**config.mk**
```make
export PLATFORM = sky130hd
export DESIGN_NAME = crack_scheduler
export DESIGN_NICKNAME = d
export VERILOG_FILES = /design/src/rtl/crack_pkg.sv /design/src/rtl/crack_scheduler_core_pick.sv /design/src/rtl/crack_scheduler.sv
export SDC_FILE = /design/constraint.sdc
export NUM_CORES = 1
export LEC_CHECK = 0
export CORE_ASPECT_RATIO = 0.7
export CORE_MARGIN = 8
export CORE_UTILIZATION = 50
export CTS_BUF_LIST = sky130_fd_sc_hd__clkbuf_8
export DETAILED_ROUTE_END_ITERATION = 7
export PLACE_DENSITY = 0.77
export SYNTH_ARGS = -nofsm -noshare
export SYNTH_HDL_FRONTEND = slang
export SYNTH_SLANG_ARGS = --single-unit
export TNS_END_PERCENT = 1
```
**constraint.sdc**
```tcl
create_clock -name clk -period 5.92 [get_ports clk]
set_clock_uncertainty 0.15 [all_clocks]
set_input_delay 0.888 -clock clk [delete_from_list [all_inputs] [get_ports clk]]
set_output_delay 0.888 -clock clk [all_outputs]
set_load 0.05 [all_outputs]
```
**src/rtl/crack_pkg.sv**
```systemverilog
// Shared types for the ARC4 crack scheduler: key width, key type and scheduler states.
package crack_pkg;

  localparam int KEY_W = 24;

  typedef logic [KEY_W-1:0] key_t;

  typedef enum logic [1:0] {
    IDLE,
    DISPATCH,
    DRAIN,
    FINISH
  } sched_state_t;

endpackage

```
**src/rtl/crack_scheduler_core_pick.sv**
```systemverilog
// Lowest-index priority pick over cores that report ready and are not already holding a key.
module core_pick #(
  parameter int N = 2
) (
  input  logic [N-1:0] core_rdy_i,
  input  logic [N-1:0] busy_i,
  output logic [N-1:0] grant_o,
  output logic         any_o
);

  logic [N-1:0] cand;

  assign cand  = core_rdy_i & ~busy_i;
  assign any_o = |cand;

  // Walk from the top down so the lowest candidate is written last and wins.
  always_comb begin
    grant_o = '0;
    for (int i = N - 1; i >= 0; i--) begin
      if (cand[i]) begin
        grant_o    = '0;
        grant_o[i] = 1'b1;
      end
    end
  end

endmodule

```
**src/rtl/crack_scheduler.sv**
```systemverilog
// Hands ascending ARC4 keys to free crack cores and keeps the smallest hit.
// Optional CRACK_SCHED_PROGRESS_EN adds a saturating completed-candidate counter on `progress`.
module crack_scheduler
  import crack_pkg::*;
#(
  parameter int   NUM_CORES = 2,
  parameter key_t KEY_MAX   = 24'hFFFFFF
) (
  input  logic                 clk,
  input  logic                 rst,
  input  logic                 en,
  output logic                 rdy,
  input  logic [NUM_CORES-1:0] core_rdy,
  output logic [NUM_CORES-1:0] core_en,
  output key_t [NUM_CORES-1:0] core_key,
  input  logic [NUM_CORES-1:0] core_done,
  input  logic [NUM_CORES-1:0] core_hit,
  output key_t                 key,
  output logic                 key_valid,
  output logic                 done
`ifdef CRACK_SCHED_PROGRESS_EN
  ,
  output key_t                 progress
`endif
);

  // IDLE: wait for en | DISPATCH: issue keys | DRAIN: wait for outstanding=0 | FINISH: raise done
  localparam int OUT_W = $clog2(NUM_CORES + 1);
  localparam int NK_W  = KEY_W + 1;

  sched_state_t                 state_q, state_d;
  logic         [NK_W-1:0]      next_key_q, next_key_d;
  logic         [OUT_W-1:0]     outstanding_q, outstanding_d;
  logic         [NUM_CORES-1:0] busy_q, busy_d;
  logic         [NUM_CORES-1:0] core_en_q, core_en_d;
  key_t         [NUM_CORES-1:0] core_key_q, core_key_d;
  key_t                         key_q, key_d;
  logic                         key_valid_q, key_valid_d;
  logic                         done_q, done_d;

  logic         [NUM_CORES-1:0] grant;
  logic                         any_free;
  logic         [NUM_CORES-1:0] retire;
  logic         [OUT_W-1:0]     n_ret;
  logic                         hit_any;
  key_t                         best;
  logic                         dispatch;

  core_pick #(.N(NUM_CORES)) u_pick (
    .core_rdy_i (core_rdy),
    .busy_i     (busy_q),
    .grant_o    (grant),
    .any_o      (any_free)
  );

  // Results from cores we never dispatched to are dropped here.
  assign retire = core_done & busy_q;

  always_comb begin
    state_d       = state_q;
    next_key_d    = next_key_q;
    outstanding_d = outstanding_q;
    busy_d        = busy_q;
    core_en_d     = '0;
    core_key_d    = core_key_q;
    key_d         = key_q;
    key_valid_d   = key_valid_q;
    done_d        = done_q;
    n_ret         = '0;
    hit_any       = key_valid_q;
    best          = key_q;
    dispatch      = (state_q == DISPATCH) && any_free;

    if (state_q == DISPATCH || state_q == DRAIN) begin
      for (int i = 0; i < NUM_CORES; i++) begin
        if (retire[i]) begin
          busy_d[i] = 1'b0;
          n_ret     = n_ret + OUT_W'(1);
          if (core_hit[i] && (!hit_any || core_key_q[i] < best)) begin
            best    = core_key_q[i];
            hit_any = 1'b1;
          end
        end
      end
      key_d       = best;
      key_valid_d = hit_any;
    end

    if (dispatch) begin
      core_en_d  = grant;
      busy_d     = busy_d | grant;
      next_key_d = next_key_q + NK_W'(1);
      for (int i = 0; i < NUM_CORES; i++) begin
        if (grant[i]) core_key_d[i] = next_key_q[KEY_W-1:0];
      end
    end

    outstanding_d = outstanding_q + OUT_W'(dispatch) - n_ret;

    case (state_q)
      IDLE: begin
        if (en) begin
          state_d       = DISPATCH;
          next_key_d    = '0;
          outstanding_d = '0;
          busy_d        = '0;
          key_d         = '0;
          key_valid_d   = 1'b0;
          done_d        = 1'b0;
        end
      end
      DISPATCH: begin
        if ((hit_any && !key_valid_q) || (dispatch && next_key_q == {1'b0, KEY_MAX}))
          state_d = DRAIN;
      end
      DRAIN: begin
        if (outstanding_d == '0) state_d = FINISH;
      end
      FINISH: begin
        done_d  = 1'b1;
        state_d = IDLE;
      end
      default: state_d = IDLE;
    endcase
  end

  always_ff @(posedge clk) begin
    if (rst) begin
      state_q       <= IDLE;
      next_key_q    <= '0;
      outstanding_q <= '0;
      busy_q        <= '0;
      core_en_q     <= '0;
      core_key_q    <= '0;
      key_q         <= '0;
      key_valid_q   <= 1'b0;
      done_q        <= 1'b0;
    end else begin
      state_q       <= state_d;
      next_key_q    <= next_key_d;
      outstanding_q <= outstanding_d;
      busy_q        <= busy_d;
      core_en_q     <= core_en_d;
      core_key_q    <= core_key_d;
      key_q         <= key_d;
      key_valid_q   <= key_valid_d;
      done_q        <= done_d;
    end
  end

  assign rdy       = (state_q == IDLE);
  assign core_en   = core_en_q;
  assign core_key  = core_key_q;
  assign key       = key_q;
  assign key_valid = key_valid_q;
  assign done      = done_q;

`ifdef CRACK_SCHED_PROGRESS_EN
  key_t            progress_q, progress_d;
  logic [NK_W-1:0] progress_sum;

  always_comb begin
    progress_d   = progress_q;
    progress_sum = {1'b0, progress_q} + NK_W'(n_ret);
    if (state_q == IDLE && en)
      progress_d = '0;
    else if (state_q == DISPATCH || state_q == DRAIN)
      progress_d = progress_sum[KEY_W] ? '1 : progress_sum[KEY_W-1:0];
  end

  always_ff @(posedge clk) begin
    if (rst) progress_q <= '0;
    else     progress_q <= progress_d;
  end

  assign progress = progress_q;
`endif

endmodule

```
# == Word-level counts from Yosys, hierarchy flattened ==
# Cells that the tools add are included.
# totals
wordCells,87
inputBits,9
register_bits,107
# op_classes
addsub,4
magnitude_cmp,2
n_eq_ne,7
n_bitwise,5
n_reduce_logical,20
mux,39
# ops
op,count
$mux W24,8
$mux W25,3
$lt A24 B24 Y1,2
$mux W2,14
$add A25 B1 Y25 const B,1
$eq A25 B24 Y1 const B,1
$mux W1,12
$pmux W2 S4,1
$reduce_and A2 Y1,3
$logic_and A1 B1 Y1,5
$and A2 B2 Y2,2
$eq A2 B2 Y1 const B,2
$logic_not A2 Y1,2
$logic_or A1 B1 Y1,4
$ne A2 B1 Y1 const B,2
$reduce_or A2 Y1,2
$reduce_and A3 Y1,1
$add A2 B1 Y2,1
$add A2 B1 Y2 const B,1
$eq A2 B1 Y1 const B,1
$logic_not A1 Y1,2
$ne A2 B2 Y1 const B,1
$not A2 Y2,1
$or A2 B2 Y2,1
4 further kinds,4

# == Depth between registers and ports, before layout ==
# logic_depth
depth_word,16
ltp_mapped,18
depth_no_buf,16

# == Cells and area by module ==
# Synthesis repeated with hierarchy kept, for this count alone.
# unflattened
hier_cells,749
area_unflattened_um2,5836.8
# modules_own_cells
module,n_inst,area_each_um2,cells_each
crack_scheduler,1,5811.8,745
core_pick,1,25.0,4

# == Least setup slack after synthesis ==
# OpenSTA, ideal clock, no wires.
# synth_timing
path_kind,register -> register
start,register key_q[23] (netlist: key[23])
end,register key_q[10] (netlist: key[10])
setup_ns,0.119
path_buffers,2
arrival_time_ns,4.673
stages_incl_launch_ff,19
t_required_ns,5.651
slack_ns,0.978
synth_period_minus_slack_ns,4.942
cell_sequence,dfxtp_1 > inv_1 > ha_1 > nand4_1 > or2_1 > a211o_1 > a31oi_1 > nor2_1 > buf_4 > mux2i_1 > ha_1 > a21o_1 > or4_1 > o221a_2 > a31o_2 > nor3_2 > o21ai_2 > buf_4 > o221a_2
# synth_between
elab_chain_cells,14
elab_cells_between_ends,18
classes_between,order compare (2); mux (11); reduce/logical (5)
# synth_rtl
item,line_no,text
start: declaration,crack_scheduler.sv:37,"key_t key_q, key_d;"
start signal: assignment,crack_scheduler.sv:145,key_q <= key_d;
$lt A24 B24 Y1,crack_scheduler.sv:79,if (core_hit[i] && (!hit_any || core_key_q[i] < best)) begin
$logic_or A1 B1 Y1,crack_scheduler.sv:79,
$logic_and A1 B1 Y1,crack_scheduler.sv:79,
$mux W24 / $mux W1 (equally long branches),crack_scheduler.sv:79,
$mux W24 / $mux W1 (equally long branches),crack_scheduler.sv:76,if (retire[i]) begin
$mux W24 / $mux W1 (equally long branches),crack_scheduler.sv:74,if (state_q == DISPATCH || state_q == DRAIN) begin
$lt A24 B24 Y1 / $logic_not A1 Y1 (equally long branches),crack_scheduler.sv:79,
$logic_or A1 B1 Y1,crack_scheduler.sv:79,
$logic_and A1 B1 Y1,crack_scheduler.sv:79,
$mux W24,crack_scheduler.sv:79,
$mux W24 *,crack_scheduler.sv:76,
$mux W24 *,crack_scheduler.sv:74,
$mux W24,crack_scheduler.sv:102,if (en) begin
$mux W24 *,crack_scheduler.sv:100,case (state_q)
# Mark *: on every way between the ends. The rest lies on a longest branch, timed or not. The select of a mux whose other input is x is not followed.
# A chain may end at the register's enable or synchronous reset.

# == Worst setup path in the final report ==
# layout_timing
start,register key_q[23] (netlist: key[23])
end,register key_q[16] (netlist: key[16])
# The elaborated chain is that of the path after synthesis.

==> impl_metrics.tcl <==
set metrics [dict create \
    synthCells 711 \
    min_path_cells 2 \
    ctsResizeCount 0 \
    hold_start "next_key_q[24]$_SDFF_PP0_" \
    setup_ws_ps 720.9 \
    holdWs_ps 341.7 \
    async_reset_ff_frac 0 \
    r2r-start "key[23]$_SDFF_PP0_" \
    cts_num_sinks 107 \
    synth_cell_type_count 49 \
    final-hold-violation-count 0 \
    synthTopCellsByArea "dfxtp_1, ha_1, nand2_1" \
    cp.required_ps 6090 \
    rows 33 \
    synth_nets 774 \
    synth_edf_count 0 \
    multi_input_area_sq_um 3361 \
    numCtsBuffers 9 \
    max_stage_delay_ps 480 \
    drive_gt1_frac 0.05612 \
    rsz0062_at_grt "no" \
    critPathCaptureType "flop" \
    first_iter_violations 484 \
    grt_max_degree 55 \
    tightest_slew_ps 1160 \
    p_total_mw 1.532 \
    wire_per_inst_microns 18.43 \
    final_cell_mix "nand2_1, dfxtp_1, clkdlybuf4s50_1" \
    cts_hold_buf 0 \
    place_ws_ps 816.6 \
    synth.avg_cell_area_sq_um 8.283 \
    synth.cell_area_sq_um 5889 \
    fillers 1029 \
    cts_setup_buffers 0 \
    synth_area_leader_cell "dfxtp_1" \
    ys_warn_count 0 \
    die_area_sq_um 15560 \
    yosysSeqAreaShare 0.3637 \
    pin_count 86 \
    setup_violations 0 \
    regArea_sq_um 2142 \
    status "finished, final reports clean" \
    holdPathEnd "next_key_q[24]$_SDFF_PP0_" \
    min_period_ps 5199 \
    grt_use_total 0.2213 \
    grt_pass1_vias 5312 \
    r2r_cells 18 \
    cap_violations 0 \
    period_share 0.8782 \
    synth_ff_type "dfxtp_1" \
    power_density_nw_per_um2 218.6 \
    wirelength_mm 17.34 \
    grt_pass1_wl_mm 28.13 \
    slowest_stage "a31oi_1" \
    worstPathArrival_ps 5370 \
    detail-route-antenna-nets 0 \
    synth_top_area_share 0.3637 \
    die_x_microns 145.7 \
    synth_seq_cells 107 \
    cp_top_family "compound AO/OA/AOI/OAI gates" \
    tritoncts "done" \
    maxSlewHeadroom 0.2263 \
    drtPass1Iterations 5 \
    worstSkewPairLatency_ps 380 \
    grt-ovfl-total 0 \
    drc_errors 0 \
    slew_violations 0 \
    diodes 0 \
    layout.nets 842 \
    place_area_sq_um 6823 \
    gp_routability_congestion 0.8931 \
    cts_root_buffer "clkbuf_8" \
    io_buffers 85 \
    mostFrequentLayoutCell "nand2_1" \
    syn2layout_area_growth_pct 18.95 \
    max_freq_ghz 0.1923 \
    r2r_end "key[16]$_SDFF_PP0_" \
    finalSetupTns_ps 0 \
    via_per_inst 5.883 \
    cp-start-kind "flop" \
    finalNonFillerCells 941 \
    critPathMaxFanout 16 \
    cts_buffer_depth 2 \
    finalInstanceArea_sq_um 7005 \
    r2r_slack_ps 720 \
    crit_buf_inv 3 \
    num_vias 5536 \
    crit_type "reg2reg" \
    die-height_microns 106.8 \
    finish.utilization 0.6038 \
    antenna_found_initial 0 \
    cp_cell_sequence "inv_1 -> ha_1 -> nand4_1 -> or2_1 -> a211o_1 -> a31oi_1 -> nor2_2 -> buf_4 -> mux2i_1 -> ha_1 -> a21o_1 -> or4_1 -> o221a_2 -> a31o_2 -> nor3_2 -> a21o_1 -> buf_4 -> o221a_1" \
    initial_core_util 0.5076 \
    clk_pin_slew_ps 100 \
    leakagePower_nw 2.454 \
    dp_hpwl_mm 12.74 \
    vdd_drop_max_mv 0.2929 \
    design.core.area_sq_um 11600 \
    placedCellCount 925 \
    ctsHtreeMaxLevel 3 \
    hold_path.class "reg2reg" \
]
-- registers in the layout, indices dropped and copies added (netlist names) --
signal and cells:
core_key 48, next_key_q 25, key 24, busy_q 2, core_en 2, outstanding_q 2, state_q 2, done 1
key_valid 1
-- metal layers --
layer	track usage	vias to the layer above	wire, microns
met5	0	-	0
li1	-	2653	-
met3	0.05469	25	1405
met4	0.05181	0	229
met1	0.2932	2623	7743
met2	0.3580	235	7960
-- logic make-up (layout without fill, tap and decap cells) --
group	count (synthesis)	after routing	share of synthesized area
compound gates	168	168	0.1942
fa+ha+maj	54	54	0.1147
xor+xnor	25	25	0.03718
buf+inv	96	169	0.06650
simple gates	237	237	0.1829
mux	24	24	0.04079
flops	107	107	0.3637
-- worst min-delay path, stage by stage, from the launching register on --
cell,delay [ps]
dfxtp_1,320
o21ai_0,70
a21oi_1,60
-- final cells by class --
type / instances / area share
timing repair buffer: 91 / 0.1272
clock inverter: 7 / 0.008394
clock buffer: 9 / 0.01768
tap: 157 / 0.02804
multi-input combinational: 508 / 0.4797
inverter: 62 / 0.03322
sequential: 107 / 0.3058
-- cells in the mapped netlist (3+ instances only) --
| cell type | number |
|---|---|
| ha_1 | 54 |
| nor4_1 | 3 |
| a31o_2 | 3 |
| a21oi_1 | 69 |
| o221a_1 | 14 |
| nor3_1 | 8 |
| and2_1 | 6 |
| inv_1 | 62 |
| nand4_1 | 20 |
| o21a_1 | 4 |
| o221a_2 | 10 |
| buf_4 | 4 |
| nor2b_1 | 3 |
| a21o_1 | 6 |
| nand2_1 | 123 |
| mux2i_1 | 24 |
| nor2_1 | 40 |
| a31oi_1 | 25 |
| nand2b_1 | 3 |
| dfxtp_1 | 107 |
| o21ai_0 | 11 |
| xor2_1 | 14 |
| nand3_1 | 15 |
| a211oi_1 | 9 |
| o211ai_1 | 4 |
| clkbuf_1 | 27 |
| xnor2_1 | 11 |
-- worst max-delay path by stage --
stage | start | end | slack [ps] | cells past startpoint
after detailed placement | core_done[0] | key[18]$_SDFF_PP0_ | 820 | 15
after floorplan | key[23]$_SDFF_PP0_ | key[10]$_SDFF_PP0_ | 980 | 18
after CTS | key[23]$_SDFF_PP0_ | key[13]$_SDFF_PP0_ | 800 | 17
after global routing | key[23]$_SDFF_PP0_ | key[10]$_SDFF_PP0_ | 350 | 18
after global placement | core_hit[0] | key[10]$_SDFF_PP0_ | 930 | 15
final | key[23]$_SDFF_PP0_ | key[16]$_SDFF_PP0_ | 720 | 18
-- power breakdown --
group / internal, mW / switching [mW] / total [mW]
Sequential: 0.737 / 0.0194 / 0.757
Combinational: 0.106 / 0.241 / 0.347
Clock: 0.161 / 0.267 / 0.428
Note: power is estimated with default switching activity, not from simulation.
